[src/rtl/video_pkg.sv]
// Shared timing defaults, fetch slot numbers and arbiter state encoding for the
// character-cell VRAM fetch path.
package video_pkg;

   localparam int H_DISPLAY_DEF = 256;
   localparam int H_TOTAL_DEF   = 309;
   localparam int V_DISPLAY_DEF = 240;

   localparam logic [15:0] NAME_BASE = 16'h7C00;
   localparam logic [15:0] FONT_BASE = 16'h7000;
   localparam logic [15:0] ATTR_BASE = 16'h7800;

   localparam logic [2:0] SLOT_NAME       = 3'd0;
   localparam logic [2:0] SLOT_TILE       = 3'd1;
   localparam logic [2:0] SLOT_FONT       = 3'd2;
   localparam logic [2:0] SLOT_LATCH      = 3'd3;
   localparam logic [2:0] SLOT_ATTR       = 3'd4;
   localparam logic [2:0] SLOT_ATTR_LATCH = 3'd5;
   localparam logic [2:0] SLOT_LOAD       = 3'd7;

   typedef enum logic [1:0] {
      ARB_IDLE = 2'd0,
      ARB_WAIT = 2'd1,
      ARB_ACK  = 2'd2
   } arb_state_t;

   // Slot 4 is only reserved when the attribute fetch is built in.
   function automatic logic is_cpu_slot(input logic [2:0] slot, input logic window,
                                        input logic attr_en);
      if (!window) return 1'b1;
      if (attr_en && slot == SLOT_ATTR) return 1'b0;
      return slot >= SLOT_LATCH;
   endfunction

endpackage

[src/rtl/cell_slot_timer.sv]
// Cell slot counter, fetch column counter and fetch-window flag, aligned so that
// slot 0 of the first cell fetch lands on hpos == H_TOTAL-8.
module cell_slot_timer
   import video_pkg::*;
#(
   parameter int H_DISPLAY = H_DISPLAY_DEF,
   parameter int H_TOTAL   = H_TOTAL_DEF,
   parameter int V_DISPLAY = V_DISPLAY_DEF
) (
   input  logic       clk,
   input  logic       rst_n,
   input  logic [8:0] i_hpos,
   input  logic [8:0] i_vpos,
   output logic [2:0] o_slot,
   output logic [4:0] o_col,
   output logic       o_fetch_window
);

   localparam logic [8:0] HPOS_SYNC    = 9'(H_TOTAL - 8);
   localparam logic [8:0] HPOS_WIN_END = 9'(H_DISPLAY - 8);
   localparam logic [8:0] VPOS_END     = 9'(V_DISPLAY);

   logic [2:0] r_slot;
   logic [4:0] r_col;
   logic       w_sync;

   // The force applies in the sync cycle itself so slot tracks hpos[2:0] on screen.
   assign w_sync         = (i_hpos == HPOS_SYNC);
   assign o_slot         = w_sync ? 3'd0 : r_slot;
   assign o_col          = w_sync ? 5'd0 : r_col;
   assign o_fetch_window = (i_vpos < VPOS_END) &&
                           ((i_hpos >= HPOS_SYNC) || (i_hpos < HPOS_WIN_END));

   always_ff @(posedge clk or negedge rst_n) begin
      if (!rst_n) begin
         r_slot <= 3'd0;
         r_col  <= 5'd0;
      end else begin
         r_slot <= o_slot + 3'd1;
         r_col  <= (o_slot == 3'd7) ? o_col + 5'd1 : o_col;
      end
   end

endmodule

[src/rtl/vram_fetch_arbiter.sv]
// Shares one synchronous VRAM port between the character-cell fetch and a CPU.
// Build option VRAM_COLOR_ATTR_EN adds a per-cell foreground colour fetch in slot 4.
//
// state    | meaning
// ARB_IDLE | no CPU access in flight; grant on cpu_req in a CPU slot
// ARB_WAIT | RAM returning read data for the granted access
// ARB_ACK  | cpu_ack pulse, cpu_rdata valid
module vram_fetch_arbiter
   import video_pkg::*;
#(
   parameter int H_DISPLAY = H_DISPLAY_DEF,
   parameter int H_TOTAL   = H_TOTAL_DEF,
   parameter int V_DISPLAY = V_DISPLAY_DEF
) (
   input  logic        clk,
   input  logic        reset,
   input  logic [8:0]  hpos,
   input  logic [8:0]  vpos,
   input  logic        display_on,
   input  logic        cpu_req,
   input  logic        cpu_we,
   input  logic [15:0] cpu_addr,
   input  logic [7:0]  cpu_wdata,
   output logic        cpu_ack,
   output logic [7:0]  cpu_rdata,
   output logic [15:0] mem_addr,
   output logic        mem_we,
   output logic [7:0]  mem_wdata,
   input  logic [7:0]  mem_rdata,
   output logic        pixel,
   output logic [2:0]  fg_color
);

`ifdef VRAM_COLOR_ATTR_EN
   localparam logic ATTR_EN = 1'b1;
`else
   localparam logic ATTR_EN = 1'b0;
`endif

   logic [2:0]  w_slot;
   logic [4:0]  w_col;
   logic        w_window;
   logic        w_cpu_slot;
   logic [15:0] w_addr;
   logic        w_we;
   logic [7:0]  w_wdata;
   arb_state_t  r_state;
   arb_state_t  w_state_next;
   logic [7:0]  r_tile;
   logic [7:0]  r_font_pend;
   logic [7:0]  r_shifter;
   logic [7:0]  r_cpu_rdata;

   cell_slot_timer #(
      .H_DISPLAY (H_DISPLAY),
      .H_TOTAL   (H_TOTAL),
      .V_DISPLAY (V_DISPLAY)
   ) u_slot_timer (
      .clk            (clk),
      .rst_n          (reset),
      .i_hpos         (hpos),
      .i_vpos         (vpos),
      .o_slot         (w_slot),
      .o_col          (w_col),
      .o_fetch_window (w_window)
   );

   assign w_cpu_slot = is_cpu_slot(w_slot, w_window, ATTR_EN);

   always_comb begin
      w_state_next = r_state;
      w_addr       = 16'h0000;
      w_we         = 1'b0;
      w_wdata      = 8'h00;
      if (w_window && w_slot == SLOT_NAME)
         w_addr = NAME_BASE + {6'd0, vpos[7:3], w_col};
      else if (w_window && w_slot == SLOT_FONT)
         w_addr = FONT_BASE + {5'd0, r_tile, vpos[2:0]};
`ifdef VRAM_COLOR_ATTR_EN
      else if (w_window && w_slot == SLOT_ATTR)
         w_addr = ATTR_BASE + {6'd0, vpos[7:3], w_col};
`endif
      case (r_state)
         ARB_IDLE: begin
            if (cpu_req && w_cpu_slot) begin
               w_addr       = cpu_addr;
               w_we         = cpu_we;
               w_wdata      = cpu_wdata;
               w_state_next = ARB_WAIT;
            end
         end
         ARB_WAIT: w_state_next = ARB_ACK;
         ARB_ACK:  w_state_next = ARB_IDLE;
         default:  w_state_next = ARB_IDLE;
      endcase
   end

   // Port outputs are gated by reset so an in-flight write strobe drops at once.
   assign mem_addr  = reset ? w_addr : 16'h0000;
   assign mem_we    = reset & w_we;
   assign mem_wdata = reset ? w_wdata : 8'h00;
   assign cpu_ack   = (r_state == ARB_ACK);
   assign cpu_rdata = r_cpu_rdata;
   assign pixel     = r_shifter[7] & display_on;

   always_ff @(posedge clk or negedge reset) begin
      if (!reset) begin
         r_state     <= ARB_IDLE;
         r_tile      <= 8'h00;
         r_font_pend <= 8'h00;
         r_shifter   <= 8'h00;
         r_cpu_rdata <= 8'h00;
      end else begin
         r_state <= w_state_next;
         if (r_state == ARB_WAIT) r_cpu_rdata <= mem_rdata;
         if (w_window && w_slot == SLOT_TILE) r_tile <= mem_rdata;
         if (w_window && w_slot == SLOT_LATCH) r_font_pend <= mem_rdata;
         if (w_window && w_slot == SLOT_LOAD) r_shifter <= r_font_pend;
         else r_shifter <= {r_shifter[6:0], 1'b0};
      end
   end

`ifdef VRAM_COLOR_ATTR_EN
   logic [2:0] r_attr_pend;
   logic [2:0] r_fg_color;

   always_ff @(posedge clk or negedge reset) begin
      if (!reset) begin
         r_attr_pend <= 3'b000;
         r_fg_color  <= 3'b111;
      end else begin
         if (w_window && w_slot == SLOT_ATTR_LATCH) r_attr_pend <= mem_rdata[2:0];
         if (w_window && w_slot == SLOT_LOAD) r_fg_color <= r_attr_pend;
      end
   end

   assign fg_color = r_fg_color;
`else
   assign fg_color = 3'b111;
`endif

endmodule

[config.mk]
export PLATFORM = sky130hd
export DESIGN_NAME = vram_fetch_arbiter
export DESIGN_NICKNAME = d
export VERILOG_FILES = /design/src/rtl/video_pkg.sv /design/src/rtl/cell_slot_timer.sv /design/src/rtl/vram_fetch_arbiter.sv
export SDC_FILE = /design/constraint.sdc
export NUM_CORES = 1
export LEC_CHECK = 0
export ABC_AREA = 1
export BUFFER_PORTS_ARGS = -buffer_cell sky130_fd_sc_hd__buf_2
export CAP_MARGIN = 5
export CELL_PAD_IN_SITES_DETAIL_PLACEMENT = 1
export CELL_PAD_IN_SITES_GLOBAL_PLACEMENT = 1
export CORE_AREA = 2 2 85 87
export CTS_BUF_LIST = sky130_fd_sc_hd__clkbuf_2 sky130_fd_sc_hd__clkbuf_4 sky130_fd_sc_hd__clkbuf_8
export CTS_CLUSTER_SIZE = 30
export DETAILED_ROUTE_END_ITERATION = 7
export DIE_AREA = 0 0 87 89
export GPL_ROUTABILITY_DRIVEN = 0
export GPL_TIMING_DRIVEN = 0
export HOLD_SLACK_MARGIN = 0.1
export PLACE_DENSITY_LB_ADDON = 0.1
export SKIP_LAST_GASP = 1
export SYNTH_ARGS = -nofsm -noshare
export SYNTH_HDL_FRONTEND = slang
export SYNTH_SLANG_ARGS = --single-unit
export TNS_END_PERCENT = 100
[constraint.sdc]
create_clock -name clk -period 4.3 [get_ports clk]
set_clock_uncertainty 0.05 [all_clocks]
set_input_delay 0.215 -clock clk [delete_from_list [all_inputs] [get_ports clk]]
set_output_delay 0.215 -clock clk [all_outputs]
set_load 0.005 [all_outputs]
# == Yosys cells after proc, flatten, opt, wreduce, memory -nomap -nowiden ==
# Cells that the tools add are included.
# totals
register_bits,42
word_cells,52
# op_classes
add_sub_neg,4
order_cmp,4
n_eq_ne,8
muxes,17
bitwise_logic,2
reduce_logical,10
# op_table
cell,count
16-bit 2-to-1 mux,5
8-bit 2-to-1 mux,4
9-bit by 8-bit < comparator with 1-bit output (second input constant),2
15-bit by 10-bit adder with 16-bit output (first input constant),1
15-bit by 11-bit adder with 16-bit output (first input constant),1
5-bit 2-to-1 mux,2
9-bit equality test (second input constant),1
9-bit greater-or-equal comparator (second input constant),1
1-bit logical AND,7
3-bit by 2-bit equality test with 1-bit output (second input constant),2
5-bit by 1-bit adder with 5-bit output (second input constant),1
2-bit case mux with 2 select lines,1
3-bit by 1-bit adder with 3-bit output (second input constant),1
3-bit by 1-bit equality test with 1-bit output (second input constant),1
3-bit equality test (second input constant),1
3-bit by 2-bit greater-or-equal comparator with 1-bit output (second input constant),1
3-bit logical NOT,1
1-bit 2-to-1 mux,3
3-bit 2-to-1 mux,1
1-bit bitwise AND,2
2-bit by 1-bit equality test with 1-bit output (second input constant),1
2-bit equality test (second input constant),1
2-bit logical NOT,1
2-bit 2-to-1 mux,1
other kinds (2),2

# == Logic depth before layout (Yosys ltp) ==
# logic_depth
ltp_word,9
mapped_depth,15
depth_no_buf,15

# == Modules after synthesis ==
# A second synthesis with hierarchy kept.
# hier_totals
cells_unflattened,340
hier_area_um2,2378.5
# modules_own_cells
module,n_inst,cells_each,area_per_inst_um2
vram_fetch_arbiter,1,269,1846.8
cell_slot_timer,1,71,531.8

# == Least setup slack after synthesis ==
# No wires, ideal clock.
# synth_timing
path_type,in2out
startpoint,input port hpos[1]
endpoint,output port mem_addr[0]
arrival_ns,1.780
required_time_ns,4.035
slack_ns,2.255
cell_stages,14
n_path_buf,0
cell_sequence,inv_1 > nand2_1 > nor2_1 > nand2_2 > nand2_1 > inv_1 > ha_1 > inv_1 > ha_1 > nand4_1 > nand4_2 > clkinv_1 > nand2_1 > nand2_1
# synth_between
elab_chain_len,9
# synth_rtl
element,line,rtl
from (decl),vram_fetch_arbiter.sv:17,"input logic [8:0] hpos,"
branches (longest 7 deep; another with 15-bit by 10-bit adder with 16-bit output),-,
16-bit 2-to-1 mux *,vram_fetch_arbiter.sv:83,case (r_state)
16-bit 2-to-1 mux *,vram_fetch_arbiter.sv:99,assign mem_addr = reset ? w_addr : 16'h0000;
to (decl),vram_fetch_arbiter.sv:26,"output logic [15:0] mem_addr,"
# Mark *: on every way between the ends.

# == Final worst setup path ==
# layout_timing
startpoint,input port reset
endpoint,output port mem_addr[0]
# layout_between
elab_chain_len,1
# layout_rtl
element,line,rtl
from (decl),vram_fetch_arbiter.sv:16,"input logic reset,"
16-bit 2-to-1 mux,vram_fetch_arbiter.sv:99,
# Every way passes these cells.

==> flow_metrics.py <==
metrics = {
    "outcome": {
        "run_status": "complete, no violations",
    },
    "clock_network": {
        "worstSkewPairLatency_ns": 0.30,
        "cts_sinks": 42,
        "cts_tree": "built",
        "postCtsSetupBuffers": 0,
        "cts_root_buf": "clkbuf_8",
        "cts_buffer_depth": 2,
        "htree_levels": 2,
        "cts_resized": 0,
        "cts_made_buffers": 5,
        "clk_pin_slew_ns": 0.07,
    },
    "power_and_ir_drop": {
        "netSwitchingPower_uw": 562,
        "vdd_ir_drop_max_v": 0.000228,
        "p_sw_share_pct": 37.2,
        "p_clk_share_pct": 19.6,
        "cellPowerDensity_mw_per_mm2": 474,
        "intPower_uw": 949,
        "p_leak_uw": 0.00191,
        "combPwrFrac_pct": 39.1,
        "seqPwrFrac_pct": 41.3,
    },
    "grt": {
        "grt_max_degree": 47,
        "grt_pass1_vias": 2313,
        "grt.overflow.total": 0,
        "grt.total_usage_pct": 17.6,
        "antenna_found_initial": 0,
        "grt_first_pass_wirelength_um": 10800,
    },
    "drt": {
        "routed_via_density": 4.66,
        "wl_um": 6650,
        "avgRoutedWirePerCell_um": 12.6,
        "drt_first_iter_violations": 44,
        "ant_nets": 0,
        "drtPass1Iterations": 4,
        "vias": 2460,
        "drc": 0,
    },
    "critical_path": {
        "crit_required_ns": 4.03,
        "end_kind": "primary output",
        "path_class": "in2out",
        "cp-start-kind": "input pin",
        "critPathMaxFanout": 46,
        "r2r_cells": 11,
        "r2r_end": "r_shifter[5]$_DFF_PN0_",
        "reg2reg_slack_ns": 2.38,
        "cp.arrival_ns": 2.41,
        "r2r-start": "u_slot_timer.r_slot[0]$_DFF_PN0_",
    },
    "die": {
        "die-area_mm2": 0.00774,
        "coreArea_mm2": 0.00672,
        "initial_core_util_pct": 37.5,
        "die_h_um": 89,
        "ios": 93,
        "die-width_um": 87,
        "rows": 30,
    },
    "synth": {
        "async_flop_share_pct": 100,
        "ys_ff_latch": 42,
        "synthDistinctLibCells": 29,
        "synth_cells": 348,
        "ys_warn_count": 0,
        "synth_edf_count": 0,
        "synth_top_area_share_pct": 41.7,
        "synth_ff_type": "dfrtp_1",
        "avgSynthCellArea_um2": 7.23,
        "netlist_top_cells_area": "dfrtp_1 42%, nand2_1 20%, inv_1 6.7%",
        "syn_area_mm2": 0.00252,
        "yosysTopAreaCell": "dfrtp_1",
        "ys_seq_area_share_pct": 41.7,
    },
    "sta": {
        "fmax_ghz": 0.374,
        "timing.slew.headroom_pct": 32.3,
        "tightest_slew_ns": 1.02,
        "hold_viol": 0,
        "setup_viol": 0,
        "rsz0062_at_grt": "false",
        "period_share_pct": 62.2,
        "finalSetupTns_ns": 0,
        "period_minus_slack_ns": 2.67,
        "finalMaxSlewViolations": 0,
    },
    "place": {
        "place_inst": 519,
        "hpwl_um": 5330,
        "port_buffers": 89,
    },
    "final_layout": {
        "antenna_cells": 0,
        "final_cell_count_no_fill": 528,
        "syn2layout_area_growth_pct": 26.7,
        "final_nets": 510,
        "drive_above_1_share_pct": 28.6,
    },
    "hold_path": {
        "hold_start": "mem_rdata[2]",
        "hp-class": "in2reg",
        "worstHoldEndpoint": "cpu_rdata[2]$_DFFE_PN0N_",
        "hold_depth": 3,
    },
    "flow_run": {
        "cap_violations": 0,
    },
}
==> flip-flops by register name (all words and copies together), names as in the netlist <==
name and cells:
r_tile 8, r_font_pend 8, cpu_rdata 8, r_state 2
u_slot_timer.r_slot 3, u_slot_timer.r_col 5, r_shifter 8
==> per-layer routing <==
metal	track usage, %	part of all wire, %	vias up	wire (µm)
met4	5.97	1.3	0	84
met1	23.3	46	1133	3060
met5	0	0	-	0
li1	-	-	1255	-
met3	2.86	6.2	6	411
met2	29.4	47	66	3100
==> metrics by stage <==
step           utilization (%)  cell area, µm²  total power, µW  hold WS (ns)  setup WS, ns
2_1_floorplan                -            2520             1010        -0.131          2.26
3_3_place_gp              45.7            3070             1210         0.387          1.61
3_5_place_dp              45.7            3070             1240         0.391          1.56
4_1_cts                   47.5            3190             1540         0.106          1.51
5_1_grt                   47.5            3190             1650         0.132          1.21
6_report                  47.5            3190             1510         0.110          1.63
==> worst max path at each step <==
stage / start / endpoint / slack [ns] / depth (start not counted)
after floorplan: hpos[1] / mem_addr[0] / 2.26 / 14
after global placement: hpos[7] / mem_addr[0] / 1.61 / 16
after detailed placement: hpos[6] / mem_addr[0] / 1.56 / 16
after CTS: reset / mem_addr[0] / 1.51 / 7
after global routing: reset / mem_addr[7] / 1.21 / 7
final: reset / mem_addr[0] / 1.63 / 7
==> synth_stat cells (3+ instances only) <==
cell     number
inv_1        45
nand2_1     131
nor2_4        3
nand3_1      25
buf_4         4
o21ai_1       3
a21oi_1       3
o21ai_2       7
buf_2         4
o21ai_0      15
ha_1          8
nand2_2       3
dfrtp_1      42
nor2_1       30
nand4_1       5
==> power by group through the flow <==
stage	clock network, µW	logic, µW	registers, µW
3_3_place_gp	0	581	626
3_5_place_dp	0	602	635
5_1_grt	316	693	644
6_report	296	591	624
4_1_cts	307	606	626
2_1_floorplan	0	385	621
==> layout make-up <==
| type | count | area (µm²) |
|---|---|---|
| Timing Repair Buffer | 90 | 455 |
| Inverter | 50 | 190 |
| Clock buffer | 8 | 110 |
| Buffer | 12 | 80.1 |
| Fill cell | 911 | 3530 |
| Multi-Input combinational cell | 246 | 1200 |
| Sequential cell | 42 | 1050 |
| Tap cell | 80 | 100 |
==> cells in the final DEF, fill, tap and decap left out, drive strengths merged <==
cell	count
nand2	134
ha	8
xor2	2
inv	48
nor2	36
clkinv	2
dlygate4sd3	1
buf	100
nand4	6
o21bai	1
a21boi	1
a21oi	3
dfrtp	42
clkbuf	9
conb	3
o21ai	25
xnor2	2
nand3	25
==> worst max-delay path: stages <==
cell and delay [ns]:
dlygate4sd3_1 0.52, buf_2 0.77, nand4_2 0.35, clkinv_1 0.26
nand2_1 0.08, nand2_1 0.07, buf_2 0.10
==> cells by family after synthesis <==
family | after synthesis | synth area share (%)
adder cells (fa/ha/maj) | 8 | 3.98
flip-flops | 42 | 41.7
AO/OA/AOI/OAI | 30 | 7.36
XOR/XNOR | 4 | 1.39
other | 1 | 0.149
buffers and inverters | 62 | 10.7
AND/OR/NAND/NOR | 201 | 34.6
==> what timing repair did <==
action / CTS / global route
setup endpoints to repair: 0 / 0
hold buffers: 1 / 0
endpoints found under the hold margin: 42 / 0
No activity file was read; power rests on OpenSTA's default activity.
